## src/rtl/uart_rx_deserializer.sv

```systemverilog
// UART receive front end: RX synchroniser, oversampled frame recovery with 3-sample majority vote,
// parity/stop checking and a single-byte holding register. Optional: UART_RX_BREAK_DETECT_EN.
module uart_rx_deserializer #(
    parameter int SYNC_STAGES = 2,
    parameter int OVS_RATE    = 16
) (
    input  logic       PCLK,
    input  logic       PRESETN,
    input  logic       BAUD_TICK,
    input  logic       RX,
    input  logic       BIT8,
    input  logic       PARITY_EN,
    input  logic       ODD_N_EVEN,
    input  logic       RD_ACK,
    output logic [7:0] DATA_OUT,
    output logic       RXRDY,
    output logic       PARITY_ERR,
    output logic       FRAMING_ERR,
    output logic       OVERFLOW,
    output logic       BREAK_DET
);

    localparam int CNT_W = $clog2(OVS_RATE);
    localparam logic [CNT_W-1:0] SAMP_A = CNT_W'(OVS_RATE / 2 - 2);
    localparam logic [CNT_W-1:0] SAMP_B = CNT_W'(OVS_RATE / 2 - 1);
    localparam logic [CNT_W-1:0] SAMP_C = CNT_W'(OVS_RATE / 2);
    localparam logic [CNT_W-1:0] LAST   = CNT_W'(OVS_RATE - 1);

    typedef enum logic [2:0] {
        S_IDLE,
        S_START,
        S_DATA,
        S_PARITY,
        S_STOP,
        S_DONE,
        S_BREAK
    } state_t;

    function automatic logic majority3(input logic a, input logic b, input logic c);
        return (a & b) | (a & c) | (b & c);
    endfunction

    function automatic logic parity_mismatch(input logic [7:0] data, input logic pbit,
                                             input logic odd);
        return ((^data) ^ pbit) != odd;
    endfunction

    state_t                 state;
    state_t                 state_nxt;
    logic [SYNC_STAGES-1:0] rx_sync;
    logic                   rx_s;
    logic [CNT_W-1:0]       tick_cnt;
    logic [CNT_W-1:0]       cnt_now;
    logic [2:0]             bit_idx;
    logic                   samp_a;
    logic                   samp_b;
    logic                   maj;
    logic                   decide;
    logic                   last_data;
    logic                   in_frame;
    logic [7:0]             shreg;
    logic [7:0]             data_bits;
    logic                   bit8_q;
    logic                   par_en_q;
    logic                   odd_q;
    logic                   par_bit;
    logic                   stop_bit;
    logic                   frame_par_err;
    logic                   is_break;
    logic                   ack_eff;

    always_ff @(posedge PCLK) begin
        if (!PRESETN) begin
            rx_sync <= '1;
        end else begin
            rx_sync <= {rx_sync[SYNC_STAGES-2:0], RX};
        end
    end

    assign rx_s = rx_sync[SYNC_STAGES-1];

    // cnt_now is the oversample index of the tick arriving this cycle; index 0 is the start-detect tick.
    assign cnt_now   = (tick_cnt == LAST) ? '0 : tick_cnt + 1'b1;
    assign decide    = BAUD_TICK && (cnt_now == SAMP_C);
    assign maj       = majority3(samp_a, samp_b, rx_s);
    assign last_data = (bit_idx == (bit8_q ? 3'd7 : 3'd6));
    assign in_frame  = (state == S_START) || (state == S_DATA) ||
                       (state == S_PARITY) || (state == S_STOP);
    assign data_bits = bit8_q ? shreg : {1'b0, shreg[6:0]};
    assign frame_par_err = par_en_q && parity_mismatch(data_bits, par_bit, odd_q);

    always_ff @(posedge PCLK) begin
        if (!PRESETN) begin
            state <= S_IDLE;
        end else begin
            state <= state_nxt;
        end
    end

    always_comb begin
        state_nxt = state;
        case (state)
            S_IDLE:   if (BAUD_TICK && !rx_s) state_nxt = S_START;
            S_START:  if (decide) state_nxt = maj ? S_IDLE : S_DATA;
            S_DATA:   if (decide && last_data) state_nxt = par_en_q ? S_PARITY : S_STOP;
            S_PARITY: if (decide) state_nxt = S_STOP;
            S_STOP:   if (decide) state_nxt = S_DONE;
            S_DONE:   state_nxt = is_break ? S_BREAK : S_IDLE;
            S_BREAK:  if (rx_s) state_nxt = S_IDLE;
            default:  state_nxt = S_IDLE;
        endcase
    end

    always_ff @(posedge PCLK) begin
        if (!PRESETN) begin
            tick_cnt <= '0;
            bit_idx  <= '0;
            samp_a   <= 1'b1;
            samp_b   <= 1'b1;
            shreg    <= '0;
            bit8_q   <= 1'b0;
            par_en_q <= 1'b0;
            odd_q    <= 1'b0;
            par_bit  <= 1'b0;
            stop_bit <= 1'b0;
        end else if (state == S_IDLE) begin
            // Frame format is frozen at start detect so mid-frame config writes cannot corrupt it.
            if (BAUD_TICK && !rx_s) begin
                tick_cnt <= '0;
                bit_idx  <= '0;
                shreg    <= '0;
                bit8_q   <= BIT8;
                par_en_q <= PARITY_EN;
                odd_q    <= ODD_N_EVEN;
            end
        end else if (in_frame && BAUD_TICK) begin
            tick_cnt <= cnt_now;
            if (cnt_now == SAMP_A) samp_a <= rx_s;
            if (cnt_now == SAMP_B) samp_b <= rx_s;
            if (decide) begin
                case (state)
                    S_DATA: begin
                        shreg[bit_idx] <= maj;
                        bit_idx        <= bit_idx + 3'd1;
                    end
                    S_PARITY: par_bit  <= maj;
                    S_STOP:   stop_bit <= maj;
                    default:  ;
                endcase
            end
        end
    end

`ifdef UART_RX_BREAK_DETECT_EN
    logic break_q;

    assign is_break = (data_bits == 8'h00) && !(par_en_q && par_bit) && !stop_bit;

    always_ff @(posedge PCLK) begin
        if (!PRESETN) begin
            break_q <= 1'b0;
        end else if ((state == S_DONE) && is_break) begin
            break_q <= 1'b1;
        end else if (ack_eff) begin
            break_q <= 1'b0;
        end
    end

    assign BREAK_DET = break_q;
`else
    assign is_break  = 1'b0;
    assign BREAK_DET = 1'b0;
`endif

    assign ack_eff = RD_ACK && (RXRDY || BREAK_DET);

    // An ack landing in the DONE cycle frees the holder, so the new byte loads instead of overflowing.
    always_ff @(posedge PCLK) begin
        if (!PRESETN) begin
            DATA_OUT    <= '0;
            RXRDY       <= 1'b0;
            PARITY_ERR  <= 1'b0;
            FRAMING_ERR <= 1'b0;
            OVERFLOW    <= 1'b0;
        end else begin
            if (ack_eff) begin
                RXRDY       <= 1'b0;
                PARITY_ERR  <= 1'b0;
                FRAMING_ERR <= 1'b0;
                OVERFLOW    <= 1'b0;
            end
            if (state == S_DONE) begin
                if (is_break) begin
                    FRAMING_ERR <= 1'b1;
                end else if (!RXRDY || ack_eff) begin
                    DATA_OUT    <= data_bits;
                    PARITY_ERR  <= frame_par_err;
                    FRAMING_ERR <= !stop_bit;
                    RXRDY       <= 1'b1;
                end else begin
                    OVERFLOW <= 1'b1;
                end
            end
        end
    end

endmodule

```

## config.mk

```make
export PLATFORM = sky130hd
export DESIGN_NAME = uart_rx_deserializer
export DESIGN_NICKNAME = d
export VERILOG_FILES = /design/src/rtl/uart_rx_deserializer.sv
export SDC_FILE = /design/constraint.sdc
export NUM_CORES = 1
export LEC_CHECK = 0
export ABC_AREA = 1
export BUFFER_PORTS_ARGS = -buffer_cell sky130_fd_sc_hd__clkbuf_2
export CAP_MARGIN = 40
export CORE_MARGIN = 2
export CORE_UTILIZATION = 58
export CTS_CLUSTER_SIZE = 30
export DETAILED_ROUTE_END_ITERATION = 10
export PLACE_DENSITY = 0.85
export REMOVE_ABC_BUFFERS = 1
export SLEW_MARGIN = 20
export SYNTH_ARGS = -nofsm -noshare
export SYNTH_HDL_FRONTEND = slang
export SYNTH_SLANG_ARGS = --single-unit
```

## constraint.sdc

```tcl
create_clock -name PCLK -period 2.2 [get_ports PCLK]
set_input_delay 0.11 -clock PCLK [delete_from_list [all_inputs] [get_ports PCLK]]
set_output_delay 0.11 -clock PCLK [all_outputs]
set_load 0.05 [all_outputs]
```

==> impl_metrics.tcl, run 1 <==
set metrics [dict create \
    netlist_area_um2 2090 \
    synth_edf_count 0 \
    cp_cell_sequence "ha_1, nand2_1, nand2_1, nand2_1, nor2_1, nand2_1, nand2_1, inv_1, nor2_1, nor2_1, nor2_1" \
    min_period_over_period_pct 85.1 \
    wl_met3_um 205 \
    rsz0062_at_grt "false" \
    htree_levels 2 \
    crit_path_max_fanout 7 \
    min_path_cells 3 \
    routabilityCongestion 0.893 \
    ios 21 \
    cts.sinks 39 \
    ir_worst_vdd_uv 493 \
    ant_nets 0 \
    dp_hpwl_um 3070 \
    worstSetupPathType "reg2reg" \
    r2r_cells 11 \
    final_cell_mix "53 x nand2_1, 45 x nor2_1, 41 x inv_1" \
    clock_latency_ns 0.36 \
    fp.dieArea_um2 4100 \
    cts_buffers 5 \
    wire_per_inst_um 11.0 \
    drt_iter0_markers 89 \
    core_um2 3390 \
    arrival_ns 2.17 \
    antennaDiodeCount 0 \
    overflow 0 \
    grt_usage_pct 21.6 \
    nets 341 \
    tightest_slew_ns 0.523 \
    yosysSeqAreaShare_pct 37.3 \
    clk_pin_slew_ns 0.12 \
    critPathSlowestCell "dfxtp_1" \
    hp-class "in2reg" \
    avgViaCountPerCell 5.19 \
    die_x_um 64.1 \
    slew_headroom_pct 65.1 \
    grt_start_max_net_pins 26 \
    cts_root_buf "clkbuf_4" \
    syn_avg_cell_area_um2 6.81 \
    final_common_cell "nand2_1" \
    async_flop_share_pct 0 \
    drive_gt1_share_pct 13.7 \
    ys_types 31 \
    m1WireLength_um 1940 \
    grt_pass1_vias 1669 \
    start_kind "flip-flop" \
    slowest_delay_ns 0.46 \
    portBuffers 19 \
    final_cells 375 \
    max_freq_mhz 534 \
    fin_skew_ns 0.00990 \
    grt_pass1_wl_um 6960 \
    maxCapViolCount 0 \
    critPathCaptureType "flip-flop" \
    drt-total-wl_um 4110 \
    num_vias 1947 \
    drc 0 \
    clockBufferDepth 2 \
    rows 21 \
    hold_viol_final 0 \
    top_layer_used "met4" \
    finalSetupViolations 0 \
    status "finished, final reports clean" \
    slew_viol_final 0 \
    cts_tree "yes" \
    p_leak_nw 1.01 \
    fp.dieH_um 64.1 \
    fin_crit_ns 1.87 \
    worst_path_most_repeated_cell "nand2_1" \
    syn_inst 307 \
    drt_first_pass_iters 4 \
    wl_met2_um 1920 \
    synthFlopType "dfxtp_1" \
    ys_warn_count 0 \
    tns_ns 0 \
    fin_util_pct 68.3 \
    initial_core_util_pct 61.7 \
    antenna_found_initial 0 \
    synth-seq-cells 39 \
    power.density_nw_per_um2 966 \
    place_inst 366 \
    area_growth_pct 10.6 \
    required_ns 2.50 \
]
==> synth_stat cells, types with 3 or more instances <==
cell type / instances / area (um^2)
nor3_1: 3 / 15.0
o21ai_1: 3 / 15.0
inv_2: 3 / 11.3
nand2_1: 53 / 199
inv_1: 41 / 154
nand3_1: 24 / 120
nor2_1: 45 / 169
clkbuf_1: 3 / 11.3
o21ai_0: 33 / 165
nand4_1: 5 / 31.3
a21oi_1: 24 / 120
dfxtp_1: 39 / 781
ha_1: 5 / 62.6
buf_6: 3 / 33.8
==> critical path, delay by kind of cell (launching register included) <==
family,cells,cell delay [ns]
AND/OR/NAND/NOR,9,1.11
flip-flops,1,0.46
adder cells (fa/ha/maj),1,0.21
buffers and inverters,1,0.05
==> cell families after synthesis <==
group	Yosys count	synth area share (%)
buf+inv	53	11.0
compound gates	67	17.3
flops	39	37.3
other cells	1	0.179
fa+ha+maj	5	2.99
xor+xnor	1	0.419
simple gates	141	30.8
==> path summary, 6_finish.rpt <==
| path | slack, ns | endpoint | start |
|---|---|---|---|
| worst max-delay path | 0.33 | state[2] | tick_cnt[0] |
| worst min-delay path | 0.04 | bit8_q | BIT8 |
| worst min register to register | 0.43 | rx_sync[1] | rx_sync[0] |
| worst max register to register | 0.33 | state[2] | tick_cnt[0] |
==> metrics by stage <==
step / hold slack (ns) / power [mW] / cell area (um^2) / worst slack, ns
after floorplan: 0.217 / 1.48 / 2030 / 0.372
after global placement: 0.298 / 1.63 / 2200 / 0.381
after detailed placement: 0.303 / 1.64 / 2200 / 0.342
after CTS: 0.0441 / 2.24 / 2310 / 0.327
after global routing: 0.0535 / 2.39 / 2310 / 0.0242
final: 0.0416 / 2.24 / 2310 / 0.327
==> where the power goes <==
part / switching (mW) / internal (mW)
combinational: 0.506 / 0.231
clock: 0.247 / 0.353
sequential: 0.106 / 0.792
total: 0.860 / 1.38
==> sequential cells by signal, indices dropped and copies added (netlist names) <==
register / cells
PARITY_ERR: 1
FRAMING_ERR: 1
par_en_q: 1
odd_q: 1
state: 3
tick_cnt: 4
bit_idx: 3
shreg: 8
rx_sync: 2
par_bit: 1
samp_b: 1
DATA_OUT: 8
OVERFLOW: 1
RXRDY: 1
samp_a: 1
bit8_q: 1
stop_bit: 1
==> repair_timing <==
action	in CTS	in global routing
setup buffers	0	0
endpoints found under the hold margin	1	0
resized for setup	0	0
hold buffers	1	0
==> layer usage <==
metal	GRT usage, %	vias up
li1	-	1034
met1	26.7	867
met2	35.9	42
met3	5.28	4
met4	8.42	0
met5	0	-
==> layout make-up <==
class	instances	area [um^2]
flip-flops and latches	39	781
clock inverters	3	67.6
clock buffers	5	37.5
multi-input cells	215	1080
fillers	298	1070
well taps	46	57.6
repair buffers	22	120
inverters	45	170
(Power assumes the default switching activity.)
==> run 2, diff against run 1 <==
- CELL_PAD_IN_SITES_DETAIL_PLACEMENT: default -> 1
- CELL_PAD_IN_SITES_GLOBAL_PLACEMENT: default -> 2
- CORE_UTILIZATION: 58 -> 32
- PLACE_DENSITY: 0.85 -> 0.83
- SLEW_MARGIN: 20 -> default
==> impl_metrics.tcl, run 2 (synthesis gave the netlist of run 1 again) <==
set metrics [dict create \
    status "finished, final reports clean" \
    finalSetupViolations 0 \
    wl_met2_um 2620 \
    htree_levels 2 \
    die_x_um 84.9 \
    antenna_found_initial 0 \
    clk_pin_slew_ns 0.09 \
    slew_viol_final 0 \
    drc 0 \
    core_um2 6350 \
    p_leak_nw 1.03 \
    routabilityCongestion 0.855 \
    final_cell_mix "53 x nand2_1, 44 x nor2_1, 41 x inv_1" \
    fp.dieArea_um2 7200 \
    maxCapViolCount 0 \
    top_layer_used "met4" \
    reg_top3 "DATA_OUT x8, shreg x8, tick_cnt x4" \
    fin_crit_ns 1.92 \
    grt_usage_pct 16.3 \
    startpoint "tick_cnt[1]" \
    ant_nets 0 \
    r2r_start "tick_cnt[1]" \
    ir_worst_vdd_uv 457 \
    max_freq_mhz 520 \
    hold_slack_ns 0.108 \
    clockBufferDepth 2 \
    min_period_over_period_pct 87.4 \
    reg2reg_slack_ns 0.28 \
    arrival_ns 2.15 \
    clock_latency_ns 0.30 \
    worstSetupPathType "reg2reg" \
    slowest_delay_ns 0.46 \
    total_power_mw 2.29 \
    hp-class "in2reg" \
    fin_skew_ns 0.00970 \
    area_growth_pct 13.7 \
    avgViaCountPerCell 4.91 \
    drive_gt1_share_pct 14.5 \
    crit_end "state[1]" \
    critPathSlowestCell "dfxtp_1" \
    rsz0062_at_grt "false" \
    portBuffers 19 \
    crit_path_max_fanout 7 \
    drt_first_pass_iters 4 \
    drt_iter0_markers 103 \
    cts_buffers 5 \
    critPathCaptureType "flip-flop" \
    r2r_cells 11 \
    wire_per_inst_um 13.4 \
    nets 343 \
    rows 29 \
    worstReg2RegEnd "state[1]" \
    antennaDiodeCount 0 \
    overflow 0 \
    power.density_nw_per_um2 962 \
    drt-total-wl_um 5460 \
    required_ns 2.43 \
    fp.dieH_um 84.9 \
    hold_viol_final 0 \
    start_kind "flip-flop" \
    wl_met3_um 202 \
    tns_ns 0 \
    post_cts_buffers 0 \
    cts_tree "yes" \
    dp_hpwl_um 4140 \
    ios 21 \
    final_common_cell "nand2_1" \
    grt_pass1_vias 2008 \
    worst_path_most_repeated_cell "nand2_1" \
    grt_start_max_net_pins 26 \
    m1WireLength_um 2600 \
    initial_core_util_pct 32.9 \
    grt_pass1_wl_um 9440 \
    cp_cell_sequence "ha_1, nand2_1, nand2_1, nand2_1, nor2_2, nand2_1, nand2_1, inv_1, nor2_1, nor2_1, nor2_1" \
    num_vias 2002 \
    cts.sinks 39 \
    cts_root_buf "clkbuf_8" \
]
## run 2: timing repair
item                       CTS  global route
resized for setup            0             1
hold buffers                 1             0
hold endpoints to repair     1             0
setup endpoints to repair    0             2
## run 2: worst min-delay path by stage
stage               startpoint         end  slack [ns]  depth (start not counted)
floorplan                   RX  rx_sync[0]        0.22                          1
global placement            RX  rx_sync[0]        0.30                          2
detailed placement          RX  rx_sync[0]        0.31                          2
CTS                  PARITY_EN    par_en_q        0.11                          3
global route         PARITY_EN    par_en_q        0.12                          3
finish               PARITY_EN    par_en_q        0.11                          3
## run 2: worst max-delay path: cells and delay by family (launching register included)
family        cells  cell delay, ns
buf+inv           1            0.06
flops             1            0.46
fa+ha+maj         1            0.21
simple gates      9            1.14
## run 2: layout make-up
| type | count | area, um^2 |
|---|---|---|
| fillers | 832 | 3970 |
| multi-input cells | 215 | 1080 |
| flip-flops and latches | 39 | 781 |
| inverters | 45 | 170 |
| repair buffers | 24 | 135 |
| well taps | 77 | 96.3 |
| clock buffers | 5 | 68.8 |
| clock inverters | 3 | 43.8 |
## run 2: where the power goes
group          internal [mW]  switching (mW)
sequential             0.791           0.112
clock                  0.338           0.273
combinational          0.233           0.541
## run 2: routing by layer
layer	vias to the layer above	global-route usage [%]
li1	1034	-
met1	934	21.0
met2	29	27.8
met3	5	3.99
met4	0	3.46
met5	-	0
## run 2: through the flow
step                instance area, um^2  std cells  worst slack [ns]  util [%]
floorplan                          2030        299             0.372         -
global placement                   2250        399             0.233      35.5
detailed placement                 2250        399             0.208      35.5
CTS                                2380        408             0.205      37.4
global route                       2380        408            0.0418      37.5
finish                             2380        408             0.278      37.5
==> run 3, diff against run 2 <==
- REMOVE_ABC_BUFFERS: 1 -> default
==> impl_metrics.tcl, run 3 (synthesis gave the netlist of run 1 again) <==
set metrics [dict create \
    status "finished, final reports clean" \
    ir_worst_vdd_uv 424 \
    cts_tree "yes" \
    routabilityCongestion 0.788 \
    timing.critical_path.buf_inv 1 \
    antennaDiodeCount 0 \
    worstReg2RegEnd "state[2]" \
    slowest_delay_ns 0.45 \
    cts_buffers 5 \
    slew_viol_final 0 \
    core_um2 6350 \
    critPathCaptureType "flip-flop" \
    max_freq_mhz 531 \
    overflow 0 \
    portBuffers 19 \
    clockBufferDepth 2 \
    drt-total-wl_um 5440 \
    min_period_over_period_pct 85.7 \
    cts_root_buf "clkbuf_8" \
    clock_latency_ns 0.31 \
    rows 29 \
    min_path_cells 3 \
    final_common_cell "nand2_1" \
    total_power_mw 2.40 \
    hold_slack_ns 0.130 \
    fin_crit_ns 1.88 \
    htree_levels 2 \
    nets 342 \
    maxCapViolCount 0 \
    arrival_ns 2.13 \
    min_delay_worst_endpoint "bit8_q" \
    finalSetupViolations 0 \
    area_growth_pct 14.4 \
    grt_start_max_net_pins 26 \
    grt_usage_pct 16.9 \
    fin_skew_ns 0.0114 \
    die_x_um 84.9 \
    drc 0 \
    ios 21 \
    grt_pass1_vias 2002 \
    antenna_found_initial 0 \
    worstSetupPathType "reg2reg" \
    fp.dieArea_um2 7200 \
    ant_nets 0 \
    final_cell_mix "53 x nand2_1, 45 x nor2_1, 41 x inv_1" \
    drive_gt1_share_pct 13.9 \
    p_leak_nw 1.03 \
    avgViaCountPerCell 4.86 \
    rsz0062_at_grt "false" \
    initial_core_util_pct 32.9 \
    tightest_slew_ns 0.506 \
    num_vias 1979 \
    slew_headroom_pct 66.2 \
    r2r_cells 11 \
    grt_pass1_wl_um 9700 \
    post_cts_buffers 0 \
    dp_hpwl_um 4130 \
    hold_viol_final 0 \
    critPathSlowestCell "dfxtp_1" \
    critPathTopFamily "simple AND/OR/NAND/NOR gates" \
    hp-class "in2reg" \
    tns_ns 0 \
    start_kind "flip-flop" \
    r2r_start "tick_cnt[1]" \
    crit_path_max_fanout 7 \
    drt_first_pass_iters 4 \
    holdCritStartpoint "BIT8" \
    reg_top3 "DATA_OUT x8, shreg x8, tick_cnt x4" \
    synth_nets 320 \
    cts.sinks 39 \
    reg2reg_slack_ns 0.32 \
    fp.dieH_um 84.9 \
    power.density_nw_per_um2 1000 \
    clk_pin_slew_ns 0.08 \
    required_ns 2.44 \
    drt_iter0_markers 57 \
    cp_cell_sequence "ha_1, nand2_1, nand2_1, nand2_1, nor2_1, nand2_1, nand2_1, inv_1, nor2_1, nor2_1, nor2_1" \
    worst_path_most_repeated_cell "nand2_1" \
    wire_per_inst_um 13.4 \
]
## run 3: changes by cell type in the layout (fill, tap and decap cells not counted), sizes merged
cell      change
clkinvlp      +1
clkinv        -2
buf           -1
bufinv        +1
## run 3: worst max path at each step
stage	to	from	depth (start not counted)	slack (ns)
after floorplan	shreg[3]	tick_cnt[0]	9	0.59
final	state[2]	tick_cnt[1]	11	0.32
after CTS	state[2]	tick_cnt[1]	11	0.29
after global placement	state[2]	tick_cnt[0]	11	0.33
after global routing	DATA_OUT[1]	state[2]	6	0.09
after detailed placement	state[2]	tick_cnt[1]	11	0.31
## run 3: cell type report
class                           count  area (um^2)
Clock buffer                        5         68.8
Multi-Input combinational cell    215         1080
Sequential cell                    39          781
Clock inverter                      3         67.6
Tap cell                           77         96.3
Fill cell                         830         3960
Timing Repair Buffer               23          128
Inverter                           45          170
## run 3: timing repair
action                     in CTS  in global routing
hold endpoints to repair        1                  0
gates resized for setup         0                  0
hold buffers                    1                  0
setup endpoints to repair       0                  0
## run 3: routing by layer
metal  GRT usage [%]  vias to the layer above  part of all wire (%)
li1                -                     1035                     -
met1            21.2                      919                    48
met2            29.2                       18                    48
met3            4.18                        7                   2.4
met4            3.90                        0                   1.3
met5               0                        -                     0
## run 3: worst min-delay path: cells and delay by family
kind	cells	cell delay (ns)
compound gates	2	0.20
buf+inv	1	0.08
## run 3: metrics by stage
step | std cells | worst slack (ns) | instance area (um^2) | util [%]
after global placement | 398 | 0.327 | 2250 | 35.4
after floorplan | 307 | 0.593 | 2090 | -
after CTS | 407 | 0.292 | 2390 | 37.7
after global routing | 407 | 0.0886 | 2390 | 37.7
after detailed placement | 398 | 0.306 | 2250 | 35.4
final | 407 | 0.316 | 2390 | 37.7
## run 3: where the power goes
| part | switching, mW | internal [mW] |
|---|---|---|
| combinational | 0.538 | 0.232 |
| sequential | 0.111 | 0.792 |
| clock | 0.278 | 0.453 |
| total | 0.928 | 1.48 |
